<file path="src/rtl/uart_pkg.sv">
// Shared UART definitions: receiver/transmitter state encoding, data width and baud divisor helper.
package uart_pkg;

  typedef enum logic [2:0] {
    IDLE   = 3'd0,
    START  = 3'd1,
    DATA   = 3'd2,
    PARITY = 3'd3,
    STOP   = 3'd4
  } rx_state_t;

  localparam int UART_DATA_BITS = 8;

  // Integer-truncated system clocks per serial bit.
  function automatic int clks_per_bit(input int clk_freq, input int baud);
    return clk_freq / baud;
  endfunction

endpackage

</file>
<file path="src/rtl/uart_rx_if.sv">
// UART receiver host-side bundle: serial line in, byte/valid/ready handshake and status flags out.
// Optional parity_err flag is present when UART_RX_PARITY_EN is defined.
interface uart_rx_if #(
  parameter int DATA_BITS = 8
);
  logic                 rx;
  logic [DATA_BITS-1:0] dout;
  logic                 valid;
  logic                 ready;
  logic                 rx_busy;
  logic                 frame_err;
  logic                 overrun;
`ifdef UART_RX_PARITY_EN
  logic                 parity_err;

  modport master (input rx, ready,
                  output dout, valid, rx_busy, frame_err, overrun, parity_err);
  modport slave  (output rx, ready,
                  input dout, valid, rx_busy, frame_err, overrun, parity_err);
`else
  modport master (input rx, ready,
                  output dout, valid, rx_busy, frame_err, overrun);
  modport slave  (output rx, ready,
                  input dout, valid, rx_busy, frame_err, overrun);
`endif
endinterface

</file>
<file path="src/rtl/sync_2ff.sv">
// Two-flop synchronizer for asynchronous single-bit inputs (serial line, push keys).
module sync_2ff #(
  parameter logic RESET_VAL = 1'b1
) (
  input  logic clock,
  input  logic reset_n,
  input  logic d_i,
  output logic q_o
);

  logic meta_q;
  logic sync_q;

  // Metastability chain; both stages reset to the line's idle level.
  always_ff @(posedge clock or negedge reset_n) begin
    if (!reset_n) begin
      meta_q <= RESET_VAL;
      sync_q <= RESET_VAL;
    end else begin
      meta_q <= d_i;
      sync_q <= meta_q;
    end
  end

  assign q_o = sync_q;

endmodule

</file>
<file path="src/rtl/uart_rx.sv">
// UART receiver, 8N1 LSB first, with one-entry valid/ready holding register and sticky error flags.
// Define UART_RX_PARITY_EN to add an even-parity bit and the parity_err flag.
module uart_rx
  import uart_pkg::*;
#(
  parameter int CLK_FREQ  = 50000000,
  parameter int BAUD      = 115200,
  parameter int DATA_BITS = UART_DATA_BITS
) (
  input  logic      clock,
  input  logic      reset_n,
  uart_rx_if.master bus
);

  localparam int CPB   = clks_per_bit(CLK_FREQ, BAUD);
  localparam int CNT_W = (CPB > 1) ? $clog2(CPB) : 1;
  localparam int IDX_W = (DATA_BITS > 1) ? $clog2(DATA_BITS) : 1;
  localparam logic [CNT_W-1:0] CNT_HALF = CNT_W'(CPB / 2 - 1);
  localparam logic [CNT_W-1:0] CNT_LAST = CNT_W'(CPB - 1);
  localparam logic [IDX_W-1:0] IDX_LAST = IDX_W'(DATA_BITS - 1);

  logic rx_s;
  logic xfer_s;

  rx_state_t            state_q, state_d;
  logic [CNT_W-1:0]     cnt_q, cnt_d;
  logic [IDX_W-1:0]     idx_q, idx_d;
  logic [DATA_BITS-1:0] shift_q, shift_d;
  logic [DATA_BITS-1:0] dout_q, dout_d;
  logic                 valid_q, valid_d;
  logic                 busy_q;
  logic                 ferr_q, ferr_d;
  logic                 ovr_q, ovr_d;
`ifdef UART_RX_PARITY_EN
  logic                 pbad_q, pbad_d;
  logic                 perr_q, perr_d;
`endif

  sync_2ff #(.RESET_VAL(1'b1)) u_sync (
    .clock   (clock),
    .reset_n (reset_n),
    .d_i     (bus.rx),
    .q_o     (rx_s)
  );

  assign xfer_s = valid_q & bus.ready;

  // Next-state, bit assembly and holding-register/flag update.
  always_comb begin
    state_d = state_q;
    cnt_d   = cnt_q;
    idx_d   = idx_q;
    shift_d = shift_q;
    dout_d  = dout_q;
    valid_d = valid_q;
    ferr_d  = ferr_q;
    ovr_d   = ovr_q;
`ifdef UART_RX_PARITY_EN
    pbad_d  = pbad_q;
    perr_d  = perr_q;
`endif

    if (xfer_s) begin
      valid_d = 1'b0;
      ferr_d  = 1'b0;
      ovr_d   = 1'b0;
`ifdef UART_RX_PARITY_EN
      perr_d  = 1'b0;
`endif
    end else begin
      valid_d = valid_q;
    end

    case (state_q)
      IDLE: begin
        cnt_d = '0;
        if (!rx_s) begin
          state_d = START;
        end else begin
          state_d = IDLE;
        end
      end
      START: begin
        if (cnt_q == CNT_HALF) begin
          cnt_d   = '0;
          idx_d   = '0;
          state_d = rx_s ? IDLE : DATA;
        end else begin
          cnt_d = cnt_q + CNT_W'(1);
        end
      end
      DATA: begin
        if (cnt_q == CNT_LAST) begin
          cnt_d          = '0;
          shift_d[idx_q] = rx_s;
          if (idx_q == IDX_LAST) begin
`ifdef UART_RX_PARITY_EN
            state_d = PARITY;
`else
            state_d = STOP;
`endif
          end else begin
            idx_d = idx_q + IDX_W'(1);
          end
        end else begin
          cnt_d = cnt_q + CNT_W'(1);
        end
      end
`ifdef UART_RX_PARITY_EN
      PARITY: begin
        if (cnt_q == CNT_LAST) begin
          cnt_d   = '0;
          pbad_d  = (^shift_q) ^ rx_s;
          state_d = STOP;
        end else begin
          cnt_d = cnt_q + CNT_W'(1);
        end
      end
`endif
      STOP: begin
        if (cnt_q == CNT_LAST) begin
          cnt_d   = '0;
          state_d = IDLE;
          ferr_d  = ferr_d | ~rx_s;
`ifdef UART_RX_PARITY_EN
          perr_d  = perr_d | pbad_q;
`endif
          // An unconsumed byte wins; the new one is dropped and flagged.
          if (valid_q && !bus.ready) begin
            ovr_d = 1'b1;
          end else begin
            dout_d  = shift_q;
            valid_d = 1'b1;
          end
        end else begin
          cnt_d = cnt_q + CNT_W'(1);
        end
      end
      default: begin
        state_d = IDLE;
        cnt_d   = '0;
      end
    endcase
  end

  // State and datapath registers.
  always_ff @(posedge clock or negedge reset_n) begin
    if (!reset_n) begin
      state_q <= IDLE;
      cnt_q   <= '0;
      idx_q   <= '0;
      shift_q <= '0;
      dout_q  <= '0;
      valid_q <= 1'b0;
      busy_q  <= 1'b0;
      ferr_q  <= 1'b0;
      ovr_q   <= 1'b0;
`ifdef UART_RX_PARITY_EN
      pbad_q  <= 1'b0;
      perr_q  <= 1'b0;
`endif
    end else begin
      state_q <= state_d;
      cnt_q   <= cnt_d;
      idx_q   <= idx_d;
      shift_q <= shift_d;
      dout_q  <= dout_d;
      valid_q <= valid_d;
      busy_q  <= (state_d != IDLE);
      ferr_q  <= ferr_d;
      ovr_q   <= ovr_d;
`ifdef UART_RX_PARITY_EN
      pbad_q  <= pbad_d;
      perr_q  <= perr_d;
`endif
    end
  end

  assign bus.dout      = dout_q;
  assign bus.valid     = valid_q;
  assign bus.rx_busy   = busy_q;
  assign bus.frame_err = ferr_q;
  assign bus.overrun   = ovr_q;
`ifdef UART_RX_PARITY_EN
  assign bus.parity_err = perr_q;
`endif

endmodule

</file>
<file path="src/flat_wrapper.sv">
// flat-port wrapper written by rule: the top's interface ports become plain ports
module uart_rx_flat import uart_pkg::*;
#(
  parameter int CLK_FREQ  = 50000000,
  parameter int BAUD      = 115200,
  parameter int DATA_BITS = UART_DATA_BITS
)
  (clock, reset_n, bus_rx, bus_ready, bus_dout, bus_valid, bus_rx_busy, bus_frame_err, bus_overrun);
  uart_rx_if #(.DATA_BITS(DATA_BITS)) bus_i ();
  input  logic clock;
  input  logic reset_n;
  input wire logic [$bits(bus_i.rx)-1:0] bus_rx;
  input wire logic [$bits(bus_i.ready)-1:0] bus_ready;
  output wire logic [$bits(bus_i.dout)-1:0] bus_dout;
  output wire logic [$bits(bus_i.valid)-1:0] bus_valid;
  output wire logic [$bits(bus_i.rx_busy)-1:0] bus_rx_busy;
  output wire logic [$bits(bus_i.frame_err)-1:0] bus_frame_err;
  output wire logic [$bits(bus_i.overrun)-1:0] bus_overrun;
  assign bus_i.rx = bus_rx;
  assign bus_i.ready = bus_ready;
  assign bus_dout = bus_i.dout;
  assign bus_valid = bus_i.valid;
  assign bus_rx_busy = bus_i.rx_busy;
  assign bus_frame_err = bus_i.frame_err;
  assign bus_overrun = bus_i.overrun;
  uart_rx #(.CLK_FREQ(CLK_FREQ), .BAUD(BAUD), .DATA_BITS(DATA_BITS)) u_core (.clock(clock), .reset_n(reset_n), .bus(bus_i));
endmodule
</file>
<file path="config.mk">
export PLATFORM = sky130hd
export DESIGN_NAME = uart_rx_flat
export DESIGN_NICKNAME = d
export VERILOG_FILES = /design/src/rtl/uart_pkg.sv /design/src/rtl/uart_rx_if.sv /design/src/rtl/sync_2ff.sv /design/src/rtl/uart_rx.sv /design/src/flat_wrapper.sv
export SDC_FILE = /design/constraint.sdc
export NUM_CORES = 1
export LEC_CHECK = 0
export ABC_AREA = 1
export BUFFER_PORTS_ARGS = -buffer_cell sky130_fd_sc_hd__buf_2
export CORE_ASPECT_RATIO = 0.75
export CORE_MARGIN = 2
export CORE_UTILIZATION = 55
export DETAILED_ROUTE_END_ITERATION = 10
export GPL_TIMING_DRIVEN = 0
export HOLD_SLACK_MARGIN = 0.08
export PLACE_DENSITY = 0.74
export SLEW_MARGIN = 40
export SYNTH_ARGS = -nofsm -noshare
export SYNTH_HDL_FRONTEND = slang
export SYNTH_SLANG_ARGS = --single-unit
</file>
<file path="constraint.sdc">
create_clock -name clock -period 3.1 [get_ports clock]
set_input_delay 0.465 -clock clock [delete_from_list [all_inputs] [get_ports clock]]
set_output_delay 0.465 -clock clock [all_outputs]
set_load 0.02 [all_outputs]
</file>
==> metrics.md <==
| Metric | Value |
|---|---|
| WL per Instance | 10.7 um |
| Die Span Y | 54.9 um |
| RSZ-0062 raised after global routing | false |
| I/O Buffers | 15 |
| Nets | 265 |
| Floorplan Core Area | approximately 3300 um^2 |
| Largest net degree at the start of global routing | 38 |
| # diodes | 0 |
| Power density over cell area | 389 nW/um^2 |
| First drt pass iteration count | 4 |
| Mean Syn Cell Area | 8.11 um^2 |
| Crit share post-route | 0.544 |
| Starting Density | 0.577 |
| Post-synthesis async set-or-reset flop share | 1.00 |
| Dominant synthesized flop cell | dfrtp_1 |
| Post-Synthesis Cells | about 230 |
| Die area | 3940 um^2 |
| Cts bufs inserted | 5 |
| Fin. Hold Viols | 0 |
| GPL Wtd Cong | 0.807 |
| Layout area overhead | 11.1% |
| Setup tns final | 0 ns |
| Post-synth EDFFs | 0 |
| Global-route congestion overflow total | 0 |
| Post-synth net total | 243 |
| Sequential area share after synthesis | 0.489 |
| Worst setup SP type | flip-flop |
| Post-route DRC | 0 |
| Synthesized area | 1900 um^2 |
| Unique cell type count in the Yosys netlist | 25 |
| CP Class | reg2reg |
| First-pass GRT wire length | 5620 um |
| Cell taking the most area after synthesis | dfrtp_1 |
| Status | finished clean |
| Row cnt | 18 |
| Leakage | 1.19 nW |
| Least-Margin Pin Slew | 0.449 ns |
| Required @ worst endpoint | around 3.3 ns |
| Kind of end point of the critical path | flip-flop |
| Synth top area share | 0.462 |
| Vias | 1425 |
| Final setup violation count | 0 |
| Vias in the first global route | 1312 |
| Post-layout min period | 1.69 ns |
| PnR worst setup slack | 1.41 ns |
| YS warnings | 0 |
| I/O pins | 16 |
| Clk sinks | 37 |
| Die width | 71.8 um |
| CTS clock-pin slew for the worst setup and hold paths | approximately 0.07 ns |
| Total Power | 821 uW |
| Crit-path max FO | 10 |
| Yosys reg bits | 37 |
| Area contributors post-synth | dfrtp_1 46%, nand2_1 12%, inv_1 8.3% |
| Clk_lat worst skew | 0.28 ns |
| Post-Route Utilization | 0.641 |
| Worst Skew | around 0.0065 ns |
| Max-Cap Viols | 0 |
| Hold Crit Class | in2async |
| Routed vias/inst | 4.80 |
| Setup Slack @ Placement | 1.40 ns |
| Post-DP HPWL | 2410 um |
| Most common cell in the netlist | nand2_1 |
| H-tree Lvls | 2 |
| CTS Hold Bufs | 0 |
| CTS tree | built |
| Routed Antenna Nets | 0 |
| Synth top cells by count | 61 x nand2_1, 42 x inv_1, 35 x dfrtp_1 |
| Slew HR | 0.700 |
| Maximum VDD drop | 0.000321 V |
| Total wire length | 3180 um |
| Post-CTS setup-driven buffer insertion count | 0 |
| All-Layer GR Usage | 0.191 |
| WP data arrival | 1.86 ns |
| Share of layout cells above drive strength 1 | 0.160 |
| 1st-iter DRT viols | 53 |
| Peak Freq | 0.593 GHz |
| Post-cts resize count | 0 |
| Initial antenna violation count | 0 |
| Clk root buf | clkbuf_8 |
| CTS max path bufs | 2 |
| Final Max Slew Viols | 0 |
## final cells by class
cell class,count,area [um^2]
Buffer,2,16.3
Inverter,42,158
Clock inverter,2,10.0
Sequential cell,37,928
Timing Repair Buffer,15,77.6
Multi-Input combinational cell,153,795
Clock buffer,6,72.6
Fill cell,294,1180
Tap cell,40,50.0
## kinds of logic after synthesis
| family | after synthesis | share of synthesized area |
|---|---|---|
| flip-flops | 37 | 0.489 |
| AO/OA/AOI/OAI | 11 | 0.0402 |
| AND/OR/NAND/NOR | 132 | 0.323 |
| adder cells (fa/ha/maj) | 5 | 0.0330 |
| buffers and inverters | 44 | 0.0917 |
| XOR/XNOR | 5 | 0.0231 |
## final timing paths
path | start | to | slack (ns) | cells after the start
setup / recovery | u_core.cnt_q[1] | u_core.bus.dout[3] | 1.41 | 10
min in group clock | bus_rx | u_core.u_sync.meta_q | 0.27 | 1
hold reg to reg | u_core.u_sync.meta_q | u_core.u_sync.q_o | 0.36 | 0
hold / removal | reset_n | u_core.state_q[1] | 0.13 | 1
max in group asynchronous | reset_n | u_core.u_sync.q_o | 2.63 | 1
setup reg to reg | u_core.cnt_q[1] | u_core.bus.dout[3] | 1.41 | 10
## cell usage in the layout, fill, tap and decap left out, drive strengths merged
master and instances:
dfstp 2, dfrtp 35, nand3 28, o21ai 7, xor2 3, nand4 6
a21oi 3, xnor2 2, nor3 3, nor2 30, clkinv 2, inv 42
ha 5, a21boi 1, buf 17, clkbuf 6, nand2 65
## flip-flops by register name (all words and copies together) (netlist names), 3 cells and up
signal,flops
u_core.cnt_q,9
u_core.state_q,3
u_core.shift_q,8
u_core.bus.dout,8
u_core.idx_q,3
## layer usage
metal,global-route usage,part of all wire,up-vias
met1,0.261,0.54,640
met4,0.0660,0.0060,0
met3,0.0552,0.036,2
met2,0.296,0.42,17
met5,0,0,-
li1,-,-,766
## power by group
part	leakage (nW)	internal [mW]	switching (mW)
combinational	0.653	0.00436	0.0147
sequential	0.487	0.487	0.00255
clock	0.0450	0.156	0.156
total	1.19	0.647	0.173
## per-stage QoR
| step | hold slack [ns] | std cells | area (um^2) |
|---|---|---|---|
| final | 0.130 | 297 | 2110 |
| after global routing | 0.168 | 297 | 2110 |
| after CTS | 0.268 | 297 | 2100 |
| after detailed placement | 0.348 | 289 | 2020 |
| after global placement | 0.346 | 289 | 2020 |
| after floorplan | 0.169 | 234 | 1900 |
## worst max-delay path: stages (launching register included)
cell	delay, ns
dfrtp_1	0.40
inv_1	0.08
ha_1	0.20
nand2_1	0.10
nor3_4	0.20
nand2_4	0.12
nor2_8	0.16
nand2_4	0.07
buf_6	0.15
nand2_1	0.06
nand2_1	0.04
(Power assumes the default switching activity.)
